<file path="src/rtl/vga_render_multi.sv">
`timescale 1ns/1ps
`default_nettype none
// ============================================================================
// vga_render_multi : VGA timing generator + bird/pipe renderer, per-frame
// bird/pipe collision flag. Build macro VGA_GRID_EN adds a sky grid.
// Revision 1.0
// ============================================================================
module vga_render_multi #(
  parameter int CW         = 10,
  parameter int H_ACTIVE   = 640,
  parameter int H_FP       = 16,
  parameter int H_SYNC     = 96,
  parameter int H_BP       = 48,
  parameter int V_ACTIVE   = 480,
  parameter int V_FP       = 10,
  parameter int V_SYNC     = 2,
  parameter int V_BP       = 33,
  parameter int NUM_OBS    = 4,
  parameter int BIRD_SIZE  = 16,
  parameter int OBS_WIDTH  = 50,
  parameter int GAP_HEIGHT = 120
) (
  input  logic                  clk,
  input  logic                  reset,
  input  logic                  pix_en,
  input  logic [CW-1:0]         BirdXdraw,
  input  logic [CW-1:0]         BirdYdraw,
  input  logic [NUM_OBS*CW-1:0] X_Edge_flat,
  input  logic [NUM_OBS*CW-1:0] Y_Edge_flat,
  output logic                  vga_h_sync,
  output logic                  vga_v_sync,
  output logic                  vga_r,
  output logic                  vga_g,
  output logic                  vga_b,
  output logic [CW-1:0]         CounterX_out,
  output logic [CW-1:0]         CounterY_out,
  output logic                  frame_start,
  output logic                  collision
);

  localparam int H_TOTAL = H_ACTIVE + H_FP + H_SYNC + H_BP;
  localparam int V_TOTAL = V_ACTIVE + V_FP + V_SYNC + V_BP;
  localparam int CW1     = CW + 1;

  localparam logic [CW-1:0] H_LAST   = CW'(H_TOTAL - 1);
  localparam logic [CW-1:0] V_LAST   = CW'(V_TOTAL - 1);
  localparam logic [CW-1:0] H_ACT    = CW'(H_ACTIVE);
  localparam logic [CW-1:0] V_ACT    = CW'(V_ACTIVE);
  localparam logic [CW-1:0] HS_FIRST = CW'(H_ACTIVE + H_FP);
  localparam logic [CW-1:0] HS_LAST  = CW'(H_ACTIVE + H_FP + H_SYNC - 1);
  localparam logic [CW-1:0] VS_FIRST = CW'(V_ACTIVE + V_FP);
  localparam logic [CW-1:0] VS_LAST  = CW'(V_ACTIVE + V_FP + V_SYNC - 1);

  // Object extents are one bit wider than the counters so edges past the
  // screen clip instead of wrapping back to the left/top.
  localparam logic [CW:0] BIRD_W = CW1'(BIRD_SIZE);
  localparam logic [CW:0] OBS_W  = CW1'(OBS_WIDTH);
  localparam logic [CW:0] GAP_H  = CW1'(GAP_HEIGHT);

  logic [CW-1:0] x_q, y_q, x_d, y_d;
  logic          hs_q, vs_q, hs_d, vs_d;
  logic [2:0]    rgb_q, rgb_d;
  logic          fs_q, col_q, flag_q;
  logic [CW-1:0] bird_x_q, bird_y_q;
  logic [CW-1:0] obs_x_q [NUM_OBS];
  logic [CW-1:0] obs_y_q [NUM_OBS];

  logic [CW:0]   x_ext, y_ext;
  logic          load_tick, active, bird_hit, pipe_hit;

  always_comb begin
    x_ext     = {1'b0, x_q};
    y_ext     = {1'b0, y_q};
    load_tick = (x_q == '0) && (y_q == V_ACT);
    active    = (x_q < H_ACT) && (y_q < V_ACT);

    x_d = (x_q == H_LAST) ? '0 : x_q + 1'b1;
    y_d = y_q;
    if (x_q == H_LAST) begin
      y_d = (y_q == V_LAST) ? '0 : y_q + 1'b1;
    end

    hs_d = !((x_q >= HS_FIRST) && (x_q <= HS_LAST));
    vs_d = !((y_q >= VS_FIRST) && (y_q <= VS_LAST));

    bird_hit = (x_ext >= {1'b0, bird_x_q}) && (x_ext < ({1'b0, bird_x_q} + BIRD_W)) &&
               (y_ext >= {1'b0, bird_y_q}) && (y_ext < ({1'b0, bird_y_q} + BIRD_W));

    pipe_hit = 1'b0;
    for (int i = 0; i < NUM_OBS; i++) begin
      if ((x_ext >= {1'b0, obs_x_q[i]}) && (x_ext < ({1'b0, obs_x_q[i]} + OBS_W)) &&
          !((y_ext >= {1'b0, obs_y_q[i]}) && (y_ext < ({1'b0, obs_y_q[i]} + GAP_H)))) begin
        pipe_hit = 1'b1;
      end
    end

    if (!active) begin
      rgb_d = 3'b000;
    end else if (bird_hit) begin
      rgb_d = 3'b110;
    end else if (pipe_hit) begin
      rgb_d = 3'b010;
    end else begin
`ifdef VGA_GRID_EN
      rgb_d = ((x_q[4:0] == 5'd0) || (y_q[4:0] == 5'd0)) ? 3'b111 : 3'b001;
`else
      rgb_d = 3'b001;
`endif
    end
  end

  always_ff @(posedge clk) begin
    if (reset) begin
      x_q      <= '0;
      y_q      <= '0;
      hs_q     <= 1'b1;
      vs_q     <= 1'b1;
      rgb_q    <= 3'b000;
      fs_q     <= 1'b0;
      col_q    <= 1'b0;
      flag_q   <= 1'b0;
      bird_x_q <= '0;
      bird_y_q <= '0;
      for (int i = 0; i < NUM_OBS; i++) begin
        obs_x_q[i] <= '0;
        obs_y_q[i] <= '0;
      end
    end else if (pix_en) begin
      x_q   <= x_d;
      y_q   <= y_d;
      hs_q  <= hs_d;
      vs_q  <= vs_d;
      rgb_q <= rgb_d;
      fs_q  <= load_tick;
      // Load tick sits in vblank, so the flag can never be set on it.
      if (load_tick) begin
        col_q    <= flag_q;
        flag_q   <= 1'b0;
        bird_x_q <= BirdXdraw;
        bird_y_q <= BirdYdraw;
        for (int i = 0; i < NUM_OBS; i++) begin
          obs_x_q[i] <= X_Edge_flat[i*CW +: CW];
          obs_y_q[i] <= Y_Edge_flat[i*CW +: CW];
        end
      end else if (active && bird_hit && pipe_hit) begin
        flag_q <= 1'b1;
      end
    end
  end

  assign vga_h_sync   = hs_q;
  assign vga_v_sync   = vs_q;
  assign vga_r        = rgb_q[2];
  assign vga_g        = rgb_q[1];
  assign vga_b        = rgb_q[0];
  assign CounterX_out = x_q;
  assign CounterY_out = y_q;
  assign frame_start  = fs_q;
  assign collision    = col_q;

endmodule
`default_nettype wire
</file>
<file path="config.mk">
export PLATFORM = sky130hd
export DESIGN_NAME = vga_render_multi
export DESIGN_NICKNAME = d
export VERILOG_FILES = /design/src/rtl/vga_render_multi.sv
export SDC_FILE = /design/constraint.sdc
export NUM_CORES = 1
export LEC_CHECK = 0
export ABC_AREA = 1
export CAP_MARGIN = 30
export CORE_MARGIN = 10
export CORE_UTILIZATION = 30
export DETAILED_ROUTE_END_ITERATION = 12
export SETUP_SLACK_MARGIN = 0.2
export SLEW_MARGIN = 20
export SYNTH_ARGS = -nofsm -noshare
export SYNTH_HDL_FRONTEND = slang
export SYNTH_SLANG_ARGS = --single-unit
</file>
<file path="constraint.sdc">
create_clock -name clk -period 4.4 [get_ports clk]
set_input_delay 0.44 -clock clk [delete_from_list [all_inputs] [get_ports clk]]
set_output_delay 0.44 -clock clk [all_outputs]
set_load 0.02 [all_outputs]
</file>
* Word-level counts from Yosys, hierarchy flattened *
Memory sizes are Yosys's and may differ from the RTL's.
Cells that the tools add are included.
W data, S select, Z words.

storage, ports and cells
  RAM bits = 80
  bits of input ports = 103
  output and inout bits = 27
  bits in registers = 48
  logic and storage cells = 118
  memories kept = 2

memory list
  name     words  bits a word  rd ports  clocked after Yosys merged registers in  wr ports  RTL line  RTL
  obs_x_q  4      10           4         0                                        4         65        logic [CW-1:0] obs_x_q [NUM_OBS];
  obs_y_q  4      10           4         0                                        4         66        logic [CW-1:0] obs_y_q [NUM_OBS];

operators by class
  equal/unequal tests = 3
  reduce and logical (&&, ||, !) cells = 32
  $lt $le $gt $ge = 26
  bitwise gates (word level) = 8
  $add $sub $neg = 12
  muxes and demuxes = 25

operators by type and width
  kind                     count
  $lt A10 B11 Y1           10
  $ge A10 B10 Y1           10
  $mux W10                 10
  $add A10 B6 Y11 const B  4
  $add A10 B7 Y11 const B  4
  $add A10 B5 Y11 const B  2
  $logic_and A1 B1 Y1      21
  $add A10 B1 Y10 const B  2
  $eq A10 B10 Y1 const B   2
  $mux W1                  12
  $eq A10 B9 Y1 const B    1
  $ge A10 B10 Y1 const B   1
  $ge A10 B9 Y1 const B    1
  $le A10 B10 Y1 const B   1
  $le A10 B9 Y1 const B    1
  $logic_not A10 Y1        1
  $lt A10 B10 Y1 const B   1
  $lt A10 B9 Y1 const B    1
  $or A1 B1 Y1             8
  $logic_not A1 Y1         6
  $mux W3                  2
  $reduce_and A2 Y1        3
  $mux W2                  1
  $reduce_bool A2 Y1       1

* Depth between registers and ports, before layout *
Gate-level depths: netlist of the first run.
An unclocked memory read counts as a cell.

  word-level depth = 13
  depth in mapped cells = 18

* Worst setup path before layout of the first run *
OpenSTA, ideal clock, no wires.

  path kind = flip-flop to flip-flop
  start = reg y_q[5] (netlist: CounterY_out[5])
  end = mem obs_x_q[0][0] (enable)
  data required time = 3.995 ns
  path slack = 1.392 ns
  path buffers = 1
  cell stages (with the launch flop) = 8
  data arrival time = 2.603 ns
  period minus slack after synthesis = 3.008 ns
  cells stage by stage = dfxtp_1 -> inv_1 -> nor3_1 -> nand4_1 -> nor2_1 -> nand2_1 -> nand2_1 -> buf_2

RTL lines
  what                    RTL line  RTL
  start, declared         60        logic [CW-1:0] x_q, y_q, x_d, y_d;
  start signal, assigned  130       y_q <= y_d;
  end, declared           65

==> results.md, run 1 <==
* Crit-path leading delay family: simple AND/OR/NAND/NOR gates
* Net switching fraction of the power at 0.249
* R2r setup slk at 1.56 ns
* Synth Warn # at 0
* Syn Area/Cell at 7.65 µm²
* Max_cap viols at 0
* Via/cell ratio at roughly 4.6
* WHS Endpoint: flag_q
* Async S/R FF share, synth at 0
* Arrival time at the worst endpoint at 2.95 ns
* WL per Instance at 14.1 µm
* Post-Synthesis Cells at around 1400
* Worst-path cell chain: inv_1, ha_1, nand2_1, nor2_1, nand4_1, nor2_1, nand2_1, nand2_4, buf_12
* Post-synth EDFFs at 80
* VDD IR max at 0.167 mV
* Crit share post-route at 0.645
* Post-CTS resize count at 0
* GP Congestion at 0.866
* Fmax at 352 MHz
* CP Class: reg2reg
* Leakage at ~0.0067 µW
* Fin crit period at between 2 and 3 ns
* Placed Instances at 1978
* Min-Delay Path Depth at 2
* Buf/Inv on CP at 2
* Post-Syn Area at 10700 µm²
* CP max stage delay at 0.58 ns
* Site Rows at 69
* Core Region at 35300 µm²
* Largest net degree at the start of global routing at 55
* Final Hold Vio Count at 0
* Die area at 43500 µm²
* Total Routing Usage GR at 0.129
* Initial DRT Pass Iterations at 5
* Worst rel slew slack at 0.400
* Most common cell after layout, fill and taps aside: inv_1
* Register Area at 3360 µm²
* Post-synth cell types at 44
* RSZ-0062 raised after global routing: no
* CTS tree: done
* Internal power at ~2500 µW
* Longest Clk Path Bufs at 2
* Critical-path top delay cell: nand2_4
* Area of the multi-input gates at 6240 µm²
* Status: finished clean
* Finished Layout Cells at 2010
* Post-synth top area share at 0.225
* NetSw at about 810 µW
* Critical Path Fanout Max at 54
* Min-Delay Path Class: reg2reg
* Remaining global-route overflow at 0
* Commonest cells after routing, fill and taps aside: inv_1, nand2_1, ha_1, nor2_1, clkdlybuf4s50_1
* Final wirelength at between 20000 and 30000 µm
* Synth area leaders: edfxtp_1, ha_1, inv_1
* First-pass GRT wire length at 46200 µm
* # IOs at 130
* Transition time of the tightest slew-check pin at 0.899 ns
* Cts bufs inserted at 17
* Die X at 209 µm
* Max-slew violations at 0
* Vias at 9240
* Setup crit start kind: flip-flop
* Worst Path Required at 4.51 ns
* Dominant synthesized flop cell: edfxtp_1
* Cells on worst reg2reg path at 9
* Seq/Total Area, Yosys at 0.315
* Sink Count at 128
* Final antenna-violating net count at 0
* Area leader, netlist: edfxtp_1
* Port Buffer Count at 129
* Worst R2R End: obs_y_q[1][6]
* DP HPWL at roughly 22000 µm
* Filler instances at 3603
* Initial antenna violation count at 0
* Hold_buf cts at 0
* Hold slack at between 0.4 and 0.5 ns
* R2R Path Start: CounterY_out[0]
* Initial Util at 0.302
* Die Y at 209 µm
* Syn Nets at 1689
* Syn-to-layout area delta at 23.6%
* PwrDens at 248 nW/µm²
* Skew final at 0.00915 ns
* Clock transition at the registers of the reported paths at 0.06 ns
* Logic pwr share at 0.127
* Setup TNS Final at 0 ns
* Setup Fix Bufs, Post-CTS at 0
* Drt first-iter violations at 409
* Vias in the first global route at ~9300
* Flop pwr share at 0.415
* Share of cells above drive strength 1 at 0.0342
* Overall power at 3270 µW
* Inserted Diodes at 0
* Drt drc at 0
* FF+latch count, synth at 128
* HP Start: flag_q
* Clock power frac at 0.458
* Layout Nets at between 1500 and 2000
* Setup crit end kind: flip-flop
* Clock Latency Late Sink at 0.43 ns
* H-tree levels at 4
* Setup Viol. Count Final at 0
* Root buf cell: clkbuf_16
## synth_stat cells (all sizes together) (2+ instances only)
| master | n |
|---|---|
| inv | 275 |
| nand2 | 237 |
| nor2 | 193 |
| ha | 190 |
| edfxtp | 80 |
| a21oi | 79 |
| nand3 | 78 |
| dfxtp | 48 |
| xor2 | 40 |
| o21ai | 34 |
| nand4 | 30 |
| o22ai | 20 |
| a21o | 14 |
| clkbuf | 12 |
| xnor2 | 11 |
| nor3 | 10 |
| nand3b | 7 |
| o21a | 6 |
| nor3b | 4 |
| buf | 3 |
| nor4 | 3 |
| o21bai | 3 |
| a2111oi | 2 |
| a211oi | 2 |
| a221oi | 2 |
| and3 | 2 |
| nor2b | 2 |
| o211ai | 2 |
## registers in the layout, indices dropped and copies added, names as in the netlist
name	cells
CounterY_out	10
collision	1
bird_y_q	10
CounterX_out	10
rgb_q	3
bird_x_q	10
frame_start	1
vga_h_sync	1
obs_y_q	40
flag_q	1
obs_x_q	40
vga_v_sync	1
## power by group through the flow
stage	clock, µW	combinational, µW	sequential (µW)
after global routing	1570	477	1360
after detailed placement	0	419	1380
after floorplan	0	242	1370
after global placement	0	411	1380
final	1500	416	1360
after CTS	1520	422	1360
## cell families after synthesis
group                      Yosys count  share of synthesized area
and+or+nand+nor                    568                      0.228
buffers and inverters              291                      0.103
adders and majority gates          190                      0.223
AOI/OAI and AO/OA                  168                     0.0900
DFF                                128                      0.315
xor gates and xnor gates            51                     0.0418
## through the flow
| stage | area (µm²) | worst slack, ns | utilization |
|---|---|---|---|
| final | 13200 | 1.56 | 0.374 |
| after floorplan | 10700 | 1.39 | - |
| after detailed placement | 12600 | 1.35 | 0.356 |
| after global routing | 13200 | 1.24 | 0.374 |
| after CTS | 13200 | 1.47 | 0.374 |
| after global placement | 12600 | 1.46 | 0.356 |
## final cells by class
| type | instances | area share |
|---|---|---|
| clock buffer | 22 | 0.0386 |
| clock inverter | 10 | 0.00891 |
| inverter | 276 | 0.0785 |
| multi-input combinational | 977 | 0.473 |
| sequential | 128 | 0.255 |
| tap | 461 | 0.0437 |
| timing repair buffer | 136 | 0.103 |
## tightest hold or removal path, stage by stage (launching register included)
cell and delay [ns]:
dfxtp_1 0.31, o41ai_1 0.06, a21oi_1 0.06
## how the worst max path moves through the flow
| stage | slack, ns | start | to | cells past startpoint |
|---|---|---|---|---|
| final | 1.56 | CounterY_out[0] | obs_y_q[1][6] | 9 |
| after global routing | 1.24 | CounterY_out[0] | obs_y_q[1][3] | 9 |
| after CTS | 1.47 | CounterY_out[0] | obs_y_q[0][3] | 9 |
| after detailed placement | 1.35 | reset | obs_y_q[1][3] | 4 |
| after global placement | 1.46 | reset | obs_y_q[1][3] | 4 |
| after floorplan | 1.39 | CounterY_out[5] | obs_x_q[0][0] | 7 |
## metal layers
metal  share of wire  routed length, µm  GRT usage  vias to the layer above
li1                -                  -          -                     4859
met1            0.48              13600      0.162                     4183
met2            0.47              13400      0.222                      163
met3           0.031                879     0.0200                       35
met4           0.020                555     0.0432                        0
met5               0                  0          0                        -
No activity file was read; power rests on OpenSTA's default activity.
==> run 2, diff against run 1 <==
==> constraint.sdc (replaced) <==
create_clock -name clk -period 2.4 [get_ports clk]
set_input_delay 0.24 -clock clk [delete_from_list [all_inputs] [get_ports clk]]
set_output_delay 0.24 -clock clk [all_outputs]
set_load 0.02 [all_outputs]
==> results.md, run 2 (synthesized netlist as in run 1, its figures left out) <==
* Pre-CTS WS at -0.0189 ns (was 1.35 ns)
* Site Rows at 69 (unchanged)
* R2r setup slk at 0.09 ns (was 1.56 ns)
* Transition time of the tightest slew-check pin at 0.520 ns (was 0.899 ns)
* Remaining global-route overflow at 0 (unchanged)
* Final wirelength at 29500 µm (was 28400 µm)
* # IOs at 130 (unchanged)
* Share of cells above drive strength 1 at 0.124 (was 0.0342)
* Vias in the first global route at 9762 (was 9326)
* DP HPWL at 23600 µm (was 22200 µm)
* Port Buffer Count at 129 (unchanged)
* Die X at 209 µm (unchanged)
* Crit share post-route at 0.962 (was 0.645)
* Vias at 9602 (was 9240)
* Setup Viol. Count Final at 0 (unchanged)
* Max_cap viols at 0 (unchanged)
* Cts bufs inserted at 17 (unchanged)
* Max-slew violations at 0 (unchanged)
* Status: finished clean (unchanged)
* NetSw at 1560 µW (was 813 µW)
* Layout Nets at 1909 (was 1829)
* Arrival time at the worst endpoint at 2.67 ns (was 2.95 ns)
* First-pass GRT wire length at 48100 µm (was 46200 µm)
* Setup crit end kind: flip-flop (unchanged)
* Hold slack at 0.388 ns (was 0.474 ns)
* Worst Path Required at 2.76 ns (was 4.51 ns)
* Via/cell ratio at 4.59 (was 4.60)
* Flop pwr share at 0.414 (was 0.415)
* Clock power frac at 0.443 (was 0.458)
* GP Congestion at 0.878 (was 0.866)
* Internal power at 4450 µW (was 2460 µW)
* CP Class: reg2reg (unchanged)
* Setup TNS Final at 0 ns (unchanged)
* Inserted Diodes at 0 (unchanged)
* Setup crit start kind: flip-flop (unchanged)
* Die area at 43500 µm² (unchanged)
* Leakage at 0.00711 µW (was 0.00665 µW)
* Initial antenna violation count at 0 (unchanged)
* VDD IR max at 0.373 mV (was 0.167 mV)
* Final Hold Vio Count at 0 (unchanged)
* Skew final at 0.00812 ns (was 0.00915 ns)
* Root buf cell: clkbuf_16 (unchanged)
* Top Registers: obs_x_q x40, obs_y_q x40 (unchanged)
* Clock Latency Late Sink at 0.42 ns (was 0.43 ns)
* Critical Path Fanout Max at 3 (was 54)
* Total Routing Usage GR at 0.134 (was 0.129)
* Min-Delay Path Class: in2reg (was reg2reg)
* Largest net degree at the start of global routing at 36 (was 55)
* Drt drc at 0 (unchanged)
* Worst rel slew slack at 0.650 (was 0.400)
* Sink Count at 128 (unchanged)
* Finished Layout Cells at 2090 (was 2010)
* Initial Util at 0.302 (unchanged)
* RSZ-0062 raised after global routing: yes (was no)
* Syn-to-layout area delta at 32.4% (was 23.6%)
* CTS tree: done (unchanged)
* Post-DP Area at 13100 µm² (was 12600 µm²)
* Fin crit period at 2.31 ns (was 2.84 ns)
* Most common cell after layout, fill and taps aside: inv_1 (unchanged)
* Placed Instances at 2037 (was 1978)
* Fin worst setup slack at 0.0906 ns (was 1.56 ns)
* Net switching fraction of the power at 0.260 (was 0.249)
* Commonest cells after routing, fill and taps aside: inv_1, nand2_1, ha_1, nor2_1, clkdlybuf4s50_1 (unchanged)
* Longest Clk Path Bufs at 2 (unchanged)
* Final antenna-violating net count at 0 (unchanged)
* Initial DRT Pass Iterations at 5 (unchanged)
* H-tree levels at 4 (unchanged)
* Design Area, Final at 14100 µm² (was 13200 µm²)
* WL per Instance at 14.1 µm (about the same)
* Core Region at 35300 µm² (unchanged)
* Die Y at 209 µm (unchanged)
* Logic pwr share at 0.144 (was 0.127)
* PwrDens at 425 nW/µm² (was 248 nW/µm²)
* Fmax at 433 MHz (was 352 MHz)
* Clock transition at the registers of the reported paths at 0.06 ns (about the same)
* Drt first-iter violations at 368 (was 409)
## run 2: layout make-up
| class | count | area [µm²] |
|---|---|---|
| Inverter | 276 | 1040 |
| Multi-Input combinational cell | 977 | 6460 |
| Timing Repair Buffer | 216 | 2090 |
| Clock inverter | 9 | 63.8 |
| Fill cell | 3582 | 21200 |
| Sequential cell | 128 | 3380 |
| Tap cell | 461 | 577 |
| Clock buffer | 23 | 544 |
## run 2: worst paths after layout
path | startpoint | endpoint | cells past startpoint
worst max-delay path | obs_x_q[1][2] | rgb_q[0] | 16
worst min-delay path | BirdYdraw[1] | bird_y_q[1] | 3
worst max register to register | obs_x_q[1][2] | rgb_q[0] | 16
worst min register to register | rgb_q[0] | rgb_q[0] | 2
## run 2: stage by stage
stage | utilization | total power [µW]
global route | 0.401 | 6280
floorplan | - | 2960
detailed placement | 0.372 | 3330
global placement | 0.372 | 3310
CTS | 0.396 | 6040
finish | 0.401 | 6000
## run 2: power by group through the flow
stage | sequential [µW] | combinational [µW] | clock, µW
2_1_floorplan | 2510 | 447 | 0
3_3_place_gp | 2520 | 784 | 0
3_5_place_dp | 2520 | 808 | 0
4_1_cts | 2480 | 846 | 2720
5_1_grt | 2490 | 978 | 2810
6_report | 2480 | 863 | 2660
## run 2: routing by layer
metal	track usage	vias up	share of wire
met4	0.0407	0	0.015
met3	0.0245	26	0.038
li1	-	5007	-
met5	0	-	0
met2	0.229	164	0.48
met1	0.167	4405	0.47
## run 2: critical path: stages, from the launching register on
cell and delay, ns:
edfxtp_1 0.40, ha_2 0.21, nand2_2 0.09, nand2_2 0.06, nand2_2 0.08, nor3_2 0.05, xor2_1 0.14, ha_1 0.32
and3_1 0.15, nand2_1 0.05, nand2_1 0.06, nand2_2 0.08, nand3_1 0.09, o21ai_1 0.07, nor2_1 0.12, nand4_1 0.11
a21oi_1 0.15
## run 2: repair_timing
item / 4_1_cts / 5_1_grt
setup buffers: 15 / 6
hold buffers: 0 / 0
resized for setup: 50 / 33
pin swaps: 27 / 17
endpoints found under the setup margin: 21 / 75
==> run 3, diff against run 2 <==
--- a/config.mk
+++ b/config.mk
@@ -7,6 +7,7 @@
 export LEC_CHECK = 0
 export ABC_AREA = 1
 export CAP_MARGIN = 30
+export CORE_ASPECT_RATIO = 1.5
 export CORE_MARGIN = 10
 export CORE_UTILIZATION = 30
 export DETAILED_ROUTE_END_ITERATION = 12
==> results.md, run 3 (synthesized netlist as in run 1, its figures left out) <==
* Total Routing Usage GR at 0.137 (was 0.134)
* Vias at 9681 (was 9602)
* Via/cell ratio at 4.61 (was 4.59)
* Design Area, Final at 14200 µm² (was 14100 µm²)
* Filler instances at 3650 (was 3582)
* Largest net degree at the start of global routing at 60 (was 36)
* Max_cap viols at 0 (unchanged)
* # IOs at 130 (unchanged)
* CP max stage delay at 0.38 ns (was 0.40 ns)
* Top Registers: obs_x_q x40, obs_y_q x40 (unchanged)
* Layout Nets at 1905 (was 1909)
* Post-DP Area at 13100 µm² (about the same)
* Cts bufs inserted at 17 (unchanged)
* Critical Path Fanout Max at 3 (unchanged)
* Clock transition at the registers of the reported paths at 0.06 ns (about the same)
* Root buf cell: clkbuf_16 (unchanged)
* Final wirelength at 30300 µm (was 29500 µm)
* Worst Setup SP: obs_x_q[0][1] (was obs_x_q[1][2])
* Net switching fraction of the power at 0.257 (was 0.260)
* GP Congestion at 0.865 (was 0.878)
* Clock Latency Late Sink at 0.44 ns (was 0.42 ns)
* Leakage at 0.00711 µW (about the same)
* Worst Path Required at 2.78 ns (was 2.76 ns)
* R2R Path Start: obs_x_q[0][1] (was obs_x_q[1][2])
* Flop pwr share at 0.411 (was 0.414)
* Port Buffer Count at 129 (unchanged)
* CP Class: reg2reg (unchanged)
* Die area at 43700 µm² (was 43500 µm²)
* Vias in the first global route at 9857 (was 9762)
* Hold_buf cts at 0 (unchanged)
* Worst rel slew slack at 0.641 (was 0.650)
* Setup crit end kind: flip-flop (unchanged)
* Logic pwr share at 0.145 (was 0.144)
* Fmax at 429 MHz (was 433 MHz)
* CTS tree: done (unchanged)
* VDD IR max at 0.407 mV (was 0.373 mV)
* Share of cells above drive strength 1 at 0.122 (was 0.124)
* NetSw at 1550 µW (was 1560 µW)
* Drt drc at 0 (unchanged)
* Clock power frac at 0.444 (was 0.443)
* Initial antenna violation count at 2 (was 0)
* Transition time of the tightest slew-check pin at 0.533 ns (was 0.520 ns)
* Max-slew violations at 0 (unchanged)
* Final core utilization at 0.403 (was 0.401)
* RSZ-0062 raised after global routing: yes (unchanged)
* Worst path most repeated cell: nand2_1 (was nand2_2)
* Cells on worst reg2reg path at 18 (was 16)
* Initial DRT Pass Iterations at 5 (unchanged)
* WL per Instance at 14.4 µm (was 14.1 µm)
* DP HPWL at 23500 µm (was 23600 µm)
* Min-Delay Path Class: in2reg (unchanged)
* Final Hold Vio Count at 0 (unchanged)
* Min-Delay Path Depth at 3 (unchanged)
* Status: finished clean (unchanged)
* Skew final at 0.00862 ns (was 0.00812 ns)
* Most common cell after layout, fill and taps aside: inv_1 (unchanged)
* Longest Clk Path Bufs at 2 (unchanged)
* PwrDens at 426 nW/µm² (was 425 nW/µm²)
* Core Region at 35100 µm² (was 35300 µm²)
* Sink Count at 128 (unchanged)
* Setup crit start kind: flip-flop (unchanged)
* Setup Viol. Count Final at 0 (unchanged)
* Internal power at 4490 µW (was 4450 µW)
* Site Rows at 84 (was 69)
* HP Start: BirdYdraw[9] (was BirdYdraw[1])
* Placed Instances at 2043 (was 2037)
* First-pass GRT wire length at 47600 µm (was 48100 µm)
* Arrival time at the worst endpoint at 2.72 ns (was 2.67 ns)
* Commonest cells after routing, fill and taps aside: inv_1, nand2_1, ha_1, nor2_1, clkdlybuf4s50_1 (unchanged)
* Crit share post-route at 0.972 (was 0.962)
* Initial Util at 0.304 (was 0.302)
* Final antenna-violating net count at 0 (unchanged)
* Finished Layout Cells at 2100 (was 2090)
* Drt first-iter violations at 378 (was 368)
* Syn-to-layout area delta at 32.6% (was 32.4%)
* Die Y at 251 µm (was 209 µm)
* H-tree levels at 4 (unchanged)
* Critical-path top delay cell: edfxtp_1 (unchanged)
* Worst-path cell chain: ha_2, nand2_2, buf_6, a21oi_4, a21oi_2, ha_1, nand2_2, a21oi_2, nor2_1, nand2_1, nand2_1, nand2_1, nand2_1, nand2_2, o21ai_2, nor2_1, nand4_1, a21oi_2 (was ha_2, nand2_2, nand2_2, nand2_2, nor3_2, xor2_1, ha_1, and3_1, nand2_1, nand2_1, nand2_2, nand3_1, o21ai_1, nor2_1, nand4_1, a21oi_1)
* Die X at 174 µm (was 209 µm)
* Remaining global-route overflow at 0 (unchanged)
* Fin crit period at 2.33 ns (was 2.31 ns)
run 3: what timing repair did:
item / CTS / global route
endpoints found under the setup margin: 3 / 144
buffers inserted: 14 / 6
pin swaps: 17 / 20
gates cloned: 0 / 3
gates resized for setup: 55 / 30
run 3: metrics by stage:
stage               TNS, ns  setup slack (ns)  hold slack [ns]  total power, µW
floorplan                 0             0.206            0.389             2960
global placement          0            0.0586            0.455             3300
detailed placement        0            0.0147            0.467             3320
CTS                       0             0.164            0.343             6070
global route         -0.249            -0.128            0.368             6330
finish                    0            0.0679            0.364             6040
run 3: worst paths after layout:
check | to | slack, ns
setup / recovery | rgb_q[0] | 0.07
hold / removal | bird_y_q[9] | 0.36
setup reg to reg | rgb_q[0] | 0.07
hold reg to reg | rgb_q[0] | 0.47
run 3: power groups by stage:
| stage | Combinational, µW | Clock (µW) | Sequential [µW] |
|---|---|---|---|
| 3_3_place_gp | 774 | 0 | 2520 |
| 3_5_place_dp | 796 | 0 | 2520 |
| 5_1_grt | 996 | 2840 | 2490 |
| 6_report | 878 | 2680 | 2480 |
| 4_1_cts | 839 | 2750 | 2480 |
| 2_1_floorplan | 447 | 0 | 2510 |
run 3: routing by layer:
layer  vias up  GRT usage  share of wire
met3        64     0.0290          0.037
met4         0     0.0806          0.043
met5         -          0              0
li1       5008          -              -
met1      4422      0.133           0.38
met2       187      0.260           0.54
run 3: layout make-up:
class,instances,area [µm²],share of cell area
diodes,2,5.00,0.000353
clock buffers,23,520,0.0368
clock inverters,9,88.8,0.00627
inverters,276,1040,0.0732
multi-input cells,977,6460,0.456
flip-flops and latches,128,3370,0.238
well taps,473,592,0.0418
repair buffers,212,2090,0.148
run 3: critical path, delay by kind of cell (launching register included):
| kind | cells | cell delay [ns] |
|---|---|---|
| AOI/OAI and AO/OA | 5 | 0.50 |
| DFF | 1 | 0.38 |
| buffers and inverters | 1 | 0.13 |
| adders and majority gates | 2 | 0.51 |
| and+or+nand+nor | 10 | 0.76 |
